`src/rtl/serial_pattern_det_if.sv`:
```
// Bus bundle between the serial pattern detector and the logic that drives it.
// The master side drives sample/clear controls; the slave side returns the detector state.
interface serial_pattern_det_if #(
  parameter int PAT_LEN = 4,
  parameter int CNT_W   = 8
);
  logic               en;
  logic               din;
  logic               clr;
  logic [PAT_LEN-1:0] shreg;
  logic               hit;
  logic [CNT_W-1:0]   hit_cnt;
  logic               cnt_sat;

  modport master (
    output en, din, clr,
    input  shreg, hit, hit_cnt, cnt_sat
  );

  modport slave (
    input  en, din, clr,
    output shreg, hit, hit_cnt, cnt_sat
  );
endinterface

```
`src/rtl/serial_pattern_det.sv`:
```
// Serial pattern detector: shifts in din on enabled cp edges and detects an MSB-first pattern.
// It produces a registered hit pulse, a saturating match count and the recent bit history.
module serial_pattern_det #(
  parameter int                 PAT_LEN = 4,
  parameter logic [PAT_LEN-1:0] PATTERN = PAT_LEN'(4'b1101),
  parameter int                 CNT_W   = 8,
  parameter bit                 OVERLAP = 1'b1
) (
  input logic                 cp,
  input logic                 rst,
  serial_pattern_det_if.slave bus
);

  localparam int FILL_W = $clog2(PAT_LEN + 1);
  localparam logic [FILL_W-1:0] FILL_MAX = FILL_W'(PAT_LEN);
  localparam logic [FILL_W-1:0] FILL_ARM = FILL_W'(PAT_LEN - 1);

  logic [PAT_LEN-1:0] shreg_q, shreg_d;
  logic [FILL_W-1:0]  fill_q, fill_d;
  logic               hit_q, hit_d;
  logic [CNT_W-1:0]   hit_cnt_q, hit_cnt_d;
  logic               cnt_sat_q, cnt_sat_d;
  logic [PAT_LEN-1:0] shifted;
  logic               match;

  always_comb begin
    shifted   = {shreg_q[PAT_LEN-2:0], bus.din};
    match     = bus.en && (shifted == PATTERN) && (fill_q >= FILL_ARM);
    shreg_d   = shreg_q;
    fill_d    = fill_q;
    hit_d     = match;
    hit_cnt_d = hit_cnt_q;

    if (bus.en) begin
      shreg_d = shifted;
      // Without overlap, a match re-arms only after a full fresh window of samples.
      if (match && !OVERLAP) begin
        fill_d = '0;
      end else if (fill_q < FILL_MAX) begin
        fill_d = fill_q + FILL_W'(1);
      end
    end

    if (bus.clr) begin
      hit_cnt_d = '0;
    end else if (match && (hit_cnt_q != {CNT_W{1'b1}})) begin
      hit_cnt_d = hit_cnt_q + CNT_W'(1);
    end

    cnt_sat_d = (hit_cnt_d == {CNT_W{1'b1}});
  end

  always_ff @(posedge cp or posedge rst) begin
    if (rst) begin
      shreg_q   <= '0;
      fill_q    <= '0;
      hit_q     <= 1'b0;
      hit_cnt_q <= '0;
      cnt_sat_q <= 1'b0;
    end else begin
      shreg_q   <= shreg_d;
      fill_q    <= fill_d;
      hit_q     <= hit_d;
      hit_cnt_q <= hit_cnt_d;
      cnt_sat_q <= cnt_sat_d;
    end
  end

  assign bus.shreg   = shreg_q;
  assign bus.hit     = hit_q;
  assign bus.hit_cnt = hit_cnt_q;
  assign bus.cnt_sat = cnt_sat_q;

endmodule

```
`src/flat_wrapper.sv`:
```
// flat-port wrapper written by rule: the top's interface ports become plain ports
module serial_pattern_det_flat 
#(
  parameter int                 PAT_LEN = 4,
  parameter logic [PAT_LEN-1:0] PATTERN = PAT_LEN'(4'b1101),
  parameter int                 CNT_W   = 8,
  parameter bit                 OVERLAP = 1'b1
)
  (cp, rst, bus_en, bus_din, bus_clr, bus_shreg, bus_hit, bus_hit_cnt, bus_cnt_sat);
  serial_pattern_det_if #(.PAT_LEN(PAT_LEN), .CNT_W(CNT_W)) bus_i ();
  input logic cp;
  input logic rst;
  input wire logic [$bits(bus_i.en)-1:0] bus_en;
  input wire logic [$bits(bus_i.din)-1:0] bus_din;
  input wire logic [$bits(bus_i.clr)-1:0] bus_clr;
  output wire logic [$bits(bus_i.shreg)-1:0] bus_shreg;
  output wire logic [$bits(bus_i.hit)-1:0] bus_hit;
  output wire logic [$bits(bus_i.hit_cnt)-1:0] bus_hit_cnt;
  output wire logic [$bits(bus_i.cnt_sat)-1:0] bus_cnt_sat;
  assign bus_i.en = bus_en;
  assign bus_i.din = bus_din;
  assign bus_i.clr = bus_clr;
  assign bus_shreg = bus_i.shreg;
  assign bus_hit = bus_i.hit;
  assign bus_hit_cnt = bus_i.hit_cnt;
  assign bus_cnt_sat = bus_i.cnt_sat;
  serial_pattern_det #(.PAT_LEN(PAT_LEN), .PATTERN(PATTERN), .CNT_W(CNT_W), .OVERLAP(OVERLAP)) u_core (.cp(cp), .rst(rst), .bus(bus_i));
endmodule
```
`config.mk`:
```
export PLATFORM = sky130hd
export DESIGN_NAME = serial_pattern_det_flat
export DESIGN_NICKNAME = d
export VERILOG_FILES = /design/src/rtl/serial_pattern_det_if.sv /design/src/rtl/serial_pattern_det.sv /design/src/flat_wrapper.sv
export SDC_FILE = /design/constraint.sdc
export NUM_CORES = 1
export LEC_CHECK = 0
export ABC_AREA = 1
export CORE_MARGIN = 1.5
export CORE_UTILIZATION = 45
export CTS_CLUSTER_SIZE = 40
export DETAILED_ROUTE_END_ITERATION = 7
export GPL_ROUTABILITY_DRIVEN = 0
export PLACE_DENSITY = 0.83
export REMOVE_ABC_BUFFERS = 1
export SKIP_CTS_REPAIR_TIMING = 1
export SYNTH_ARGS = -nofsm -noshare
export SYNTH_HDL_FRONTEND = slang
export SYNTH_SLANG_ARGS = --single-unit
```
`constraint.sdc`:
```
create_clock -name cp -period 2 [get_ports cp]
set_input_delay 0.3 -clock cp [delete_from_list [all_inputs] [get_ports cp]]
set_output_delay 0.3 -clock cp [all_outputs]
set_load 0.01 [all_outputs]
```
# == Word-level counts from Yosys, hierarchy flattened ==
# Index checks and enable logic that the tools add are counted.
# totals
out_inout_bits,14
in_bits,5
regBits,17
word_cells,18
# classes
add_sub_neg,2
muxes,2
reduce_logical,4
n_eq_ne,3
n_lt_le_gt_ge,2
# op_table
cell,n
8-bit two-way mux,2
8-bit by 1-bit adder with 8-bit output (second input constant),1
8-bit equality test (second input constant),1
8-bit != test (second input constant),1
4-bit equality test (second input constant),1
3-bit by 1-bit adder with 3-bit output (second input constant),1
3-bit by 2-bit greater-or-equal comparator with 1-bit output (second input constant),1
1-bit logical AND,3
3-bit less-than comparator (second input constant),1
2-bit AND reduction,1

# == Depth between registers and ports, before layout ==
# depth
word_depth,7
depth_mapped,12

# == Worst setup path before layout ==
# Ideal clock, no wire load.
# synth_timing
kind,reg2reg
startpoint,reg u_core.fill_q[0]
endpoint,reg u_core.cnt_sat_q (netlist: u_core.bus.cnt_sat)
t_arrival_ps,1454
path_slack_ps,475
t_required_ps,1929
period_less_slack_ps,1525
stages_incl_launch_ff,12
cell_sequence,dfrtp_1 ha_1 ha_1 nor2_1 nand2_1 nand3_2 nand2_1 nand2_1 nand2_1 nor2_1 nand2_1 nor2_1
# synth_between
elab_chain_cells,6
# synth_lines
item,line_no,rtl
start: declaration,serial_pattern_det.sv:19,"logic [FILL_W-1:0] fill_q, fill_d;"
start signal: assignment,serial_pattern_det.sv:62,fill_q <= fill_d;
3-bit by 2-bit greater-or-equal comparator with 1-bit output,serial_pattern_det.sv:28,match = bus.en && (shifted == PATTERN) && (fill_q >= FILL_ARM);
1-bit logical AND,serial_pattern_det.sv:28,
1-bit logical AND,serial_pattern_det.sv:46,end else if (match && (hit_cnt_q != {CNT_W{1'b1}})) begin
8-bit two-way mux,serial_pattern_det.sv:46,
8-bit two-way mux,serial_pattern_det.sv:44,if (bus.clr) begin
8-bit equality test,serial_pattern_det.sv:50,cnt_sat_d = (hit_cnt_d == {CNT_W{1'b1}});
named net u_core.cnt_sat_d,serial_pattern_det.sv:22,"logic cnt_sat_q, cnt_sat_d;"
end signal: assignment,serial_pattern_det.sv:65,cnt_sat_q <= cnt_sat_d;
end: declaration,serial_pattern_det.sv:22,
# The timed path passes the listed nets, and every way through them passes these cells.
# A chain may end at the register's enable or synchronous reset.

# == Final worst setup path ==
# Ends and elaborated chain as after synthesis.

==> impl_table.tex <==
\begin{tabular}{lr}
\hline
Metric & Value \\
\hline
\multicolumn{2}{l}{\textbf{Clock network}} \\
\quad Cell chosen for the clock root & clkbuf\_4 \\
\quad Clock insertion delay at the later pin of the skew report & roughly 0.30 ns \\
\quad Worst-path clk slew & 0.10 ns \\
\quad Inserted Clock Buffers & 3 \\
\quad Clock tree from TritonCTS & done \\
\quad CTS H-tree depth & 1 \\
\quad Count of clock tree sinks & 17 \\
\quad Number of buffers between clock root and the deepest sink & 2 \\
\multicolumn{2}{l}{\textbf{Synthesis}} \\
\quad Adder-cell share of the synthesized area & 0.0375 \\
\quad Dominant combinational cell family by area after synthesis & simple AND/OR/NAND/NOR gates \\
\quad Number of unique standard cell types used by synthesis & 17 \\
\quad XOR/XNOR Fraction of Synth Area & 0.0262 \\
\quad Synthesis-stage register bit count & 17 \\
\quad Share of the synthesized area in compound gates (AO/OA/AOI/OAI) & 0.0300 \\
\quad Syn avg cell area & 7.41 um\^{}2 \\
\quad Fraction of synthesized area in multiplexers & 0.0113 \\
\quad Post-synthesis simple-gate area fraction & 0.365 \\
\quad Number of warning messages in the yosys log & 0 \\
\quad Instance count of the mapped netlist & $\sim$140 \\
\quad Sequential share of the synthesized area & 0.425 \\
\quad Post-synthesis instance area & approximately 1000 um\^{}2 \\
\multicolumn{2}{l}{\textbf{Timing}} \\
\quad Share of the clock period used by the worst path after layout & 0.880 \\
\quad Max-slew violation count & 0 \\
\quad Maximum clock skew at final layout & 0.00810 ns \\
\quad Final min period & 1.76 ns \\
\quad Maximum achievable frequency & 568 MHz \\
\quad Worst Setup Slack, final & 0.240 ns \\
\quad Worst hold slack after final layout & 0.371 ns \\
\quad Unrepaired setup endpoints after global routing & false \\
\quad Worst Tran Pin Value & $\sim$0.65 ns \\
\quad Final-layout setup total negative slack & 0 ns \\
\quad Hold Fails Final Rpt & 0 \\
\quad Setup violators final & 0 \\
\quad Worst slew margin relative to its limit & 0.568 \\
\multicolumn{2}{l}{\textbf{Detailed routing}} \\
\quad Via-to-Cell Ratio & 4.76 \\
\quad Count of vias placed by the detailed router & 876 \\
\quad Final wirelength & roughly 2100 um \\
\quad Iteration-0 DRC Markers & 22 \\
\quad Antenna Nets Post-Route & 0 \\
\quad Pre-Repair DR Iteration Count & 4 \\
\quad Total DRC errors in the routed layout & 0 \\
\quad Average wire length per cell after detail routing & $\sim$11 um \\
\multicolumn{2}{l}{\textbf{Global routing}} \\
\quad Largest net degree at the start of global routing & 18 \\
\quad Wire length of the first global-routing pass & 3630 um \\
\quad Sum of overflow across all layers after global routing & 0 \\
\quad Number of global-route vias before repair & 806 \\
\quad Initial antenna violation count & 0 \\
\quad Overall fraction of global-route tracks in use & 0.192 \\
\multicolumn{2}{l}{\textbf{Layout}} \\
\quad Leading cell type in the layout, fill and taps excluded & nand2\_1 \\
\quad Layout net count & 166 \\
\quad Final core utilization & 0.613 \\
\quad Most frequent cells in the layout & nand2\_1, inv\_1, clkdlybuf4s50\_1, dfrtp\_1, nor2\_1 \\
\quad Number of fill cells & 183 \\
\quad Multi-input gate area & 470 um\^{}2 \\
\quad Fraction of final layout cells sized beyond drive strength 1 & 0.0892 \\
\quad FF/Latch Area & about 430 um\^{}2 \\
\quad Count of antenna diodes in the layout & 0 \\
\quad Area added between synthesis and finish & 23.8\% \\
\multicolumn{2}{l}{\textbf{Critical path}} \\
\quad Worst reg2reg endpoint & u\_core.bus.cnt\_sat \\
\quad Sort of element at the end of the critical path & register \\
\quad Number of cell instances on the worst register-to-register path & 11 \\
\quad Type of the setup path with the least slack & reg2reg \\
\quad CP Data Arrival Time & roughly 2 ns \\
\quad Data required time at the worst endpoint & 2.23 ns \\
\quad Setup slack, reg-to-reg & 0.24 ns \\
\quad Worst Setup Start Kind & register \\
\quad CP startpoint & u\_core.fill\_q[0] \\
\quad Launch instance of the worst register-to-register path & u\_core.fill\_q[0] \\
\quad Highest fanout seen on the critical path & 8 \\
\multicolumn{2}{l}{\textbf{Placement}} \\
\quad Setup WS pre-CTS & 0.138 ns \\
\quad IO Port Bufs & 18 \\
\quad Sum of net half-perimeters after detailed placement & 1590 um \\
\multicolumn{2}{l}{\textbf{Hold path}} \\
\quad Kind of path behind the tightest hold check & in2async \\
\multicolumn{2}{l}{\textbf{Job}} \\
\quad Maximum Capacitance Violations & 0 \\
\multicolumn{2}{l}{\textbf{Die}} \\
\quad Horiz. Die Dim & 50.2 um \\
\quad Initial cell density of the core & 0.495 \\
\quad Die boundary height & between 50 and 60 um \\
\quad Placeable core region & 2020 um\^{}2 \\
\quad Die area & 2520 um\^{}2 \\
\quad Standard-cell row count & 16 \\
\quad Ports & 19 \\
\multicolumn{2}{l}{\textbf{Power and ir drop}} \\
\quad Power per unit of standard cell area & 513 nW/um\^{}2 \\
\quad Pleak & approximately 0.68 nW \\
\quad Worst vdd ir & 0.388 mV \\
\multicolumn{2}{l}{\textbf{Outcome}} \\
\quad Status & complete, no violations \\
\hline
\end{tabular}
-- synth_stat cells, drive strengths merged --
cell type	n	area (um^2)
a21oi	2	10.0
buf	1	11.3
dfrtp	17	425
ha	3	37.5
inv	25	93.8
mux2	1	11.3
nand2	52	205
nand3	7	50.1
nand3b	2	15.0
nand4	2	12.5
nor2	16	82.6
o21ai	4	20.0
xnor2	3	26.3
-- report_power, final --
group / total [mW] / switching [mW] / internal [mW]
logic: 0.0814 / 0.0436 / 0.0378
registers: 0.366 / 0.0109 / 0.355
clock network: 0.188 / 0.113 / 0.0747
total: 0.635 / 0.167 / 0.467
-- registers in the layout, summed over array words and instances (netlist names) --
signal              flops
u_core.fill_q           3
u_core.bus.cnt_sat      1
u_core.bus.hit_cnt      8
u_core.bus.hit          1
u_core.bus.shreg        4
-- layout make-up --
cell class	count	area share
Clock inverter	1	0.00404
Tap cell	27	0.0273
Multi-Input combinational cell	92	0.380
Clock buffer	3	0.0182
Timing Repair Buffer	19	0.152
Inverter	25	0.0758
Sequential cell	17	0.343
-- critical path, stage by stage, from the launching register on --
cell,delay (ns)
dfrtp_1,0.42
ha_1,0.21
ha_1,0.17
nor2_1,0.08
nand2_1,0.13
nand3_2,0.19
nand2_1,0.07
nand2_1,0.06
nand2_1,0.07
nor2_1,0.11
nand2_1,0.06
nor2_1,0.12
-- stage by stage --
stage / cells / instance area [um^2] / total power, mW
6_report: 184 / 1240 / 0.635
5_1_grt: 184 / 1240 / 0.655
4_1_cts: 184 / 1240 / 0.638
3_5_place_dp: 180 / 1210 / 0.454
3_3_place_gp: 180 / 1210 / 0.449
2_1_floorplan: 134 / 990 / 0.408
-- logic make-up after synthesis --
| group | Yosys count |
|---|---|
| multiplexers | 1 |
| adder cells (fa/ha/maj) | 3 |
| flip-flops | 17 |
| AO/OA/AOI/OAI | 6 |
| XOR/XNOR | 3 |
| buffers and inverters | 26 |
| AND/OR/NAND/NOR | 79 |
-- routing by layer --
metal	part of all wire	global-route usage	vias up
met5	0	0	-
met4	0.024	0.111	0
met3	0.022	0.0119	5
met2	0.52	0.342	20
met1	0.43	0.226	402
li1	-	-	449
-- worst max path at each step --
stage                                    end  cells past startpoint  slack [ns]
after floorplan           u_core.bus.cnt_sat                     11        0.48
after global placement    u_core.bus.cnt_sat                     11        0.26
after detailed placement  u_core.bus.cnt_sat                     11        0.14
after CTS                 u_core.bus.cnt_sat                     11        0.23
after global routing      u_core.bus.cnt_sat                     11        0.05
final                     u_core.bus.cnt_sat                     11        0.24
No activity file was read; power rests on OpenSTA's default activity.
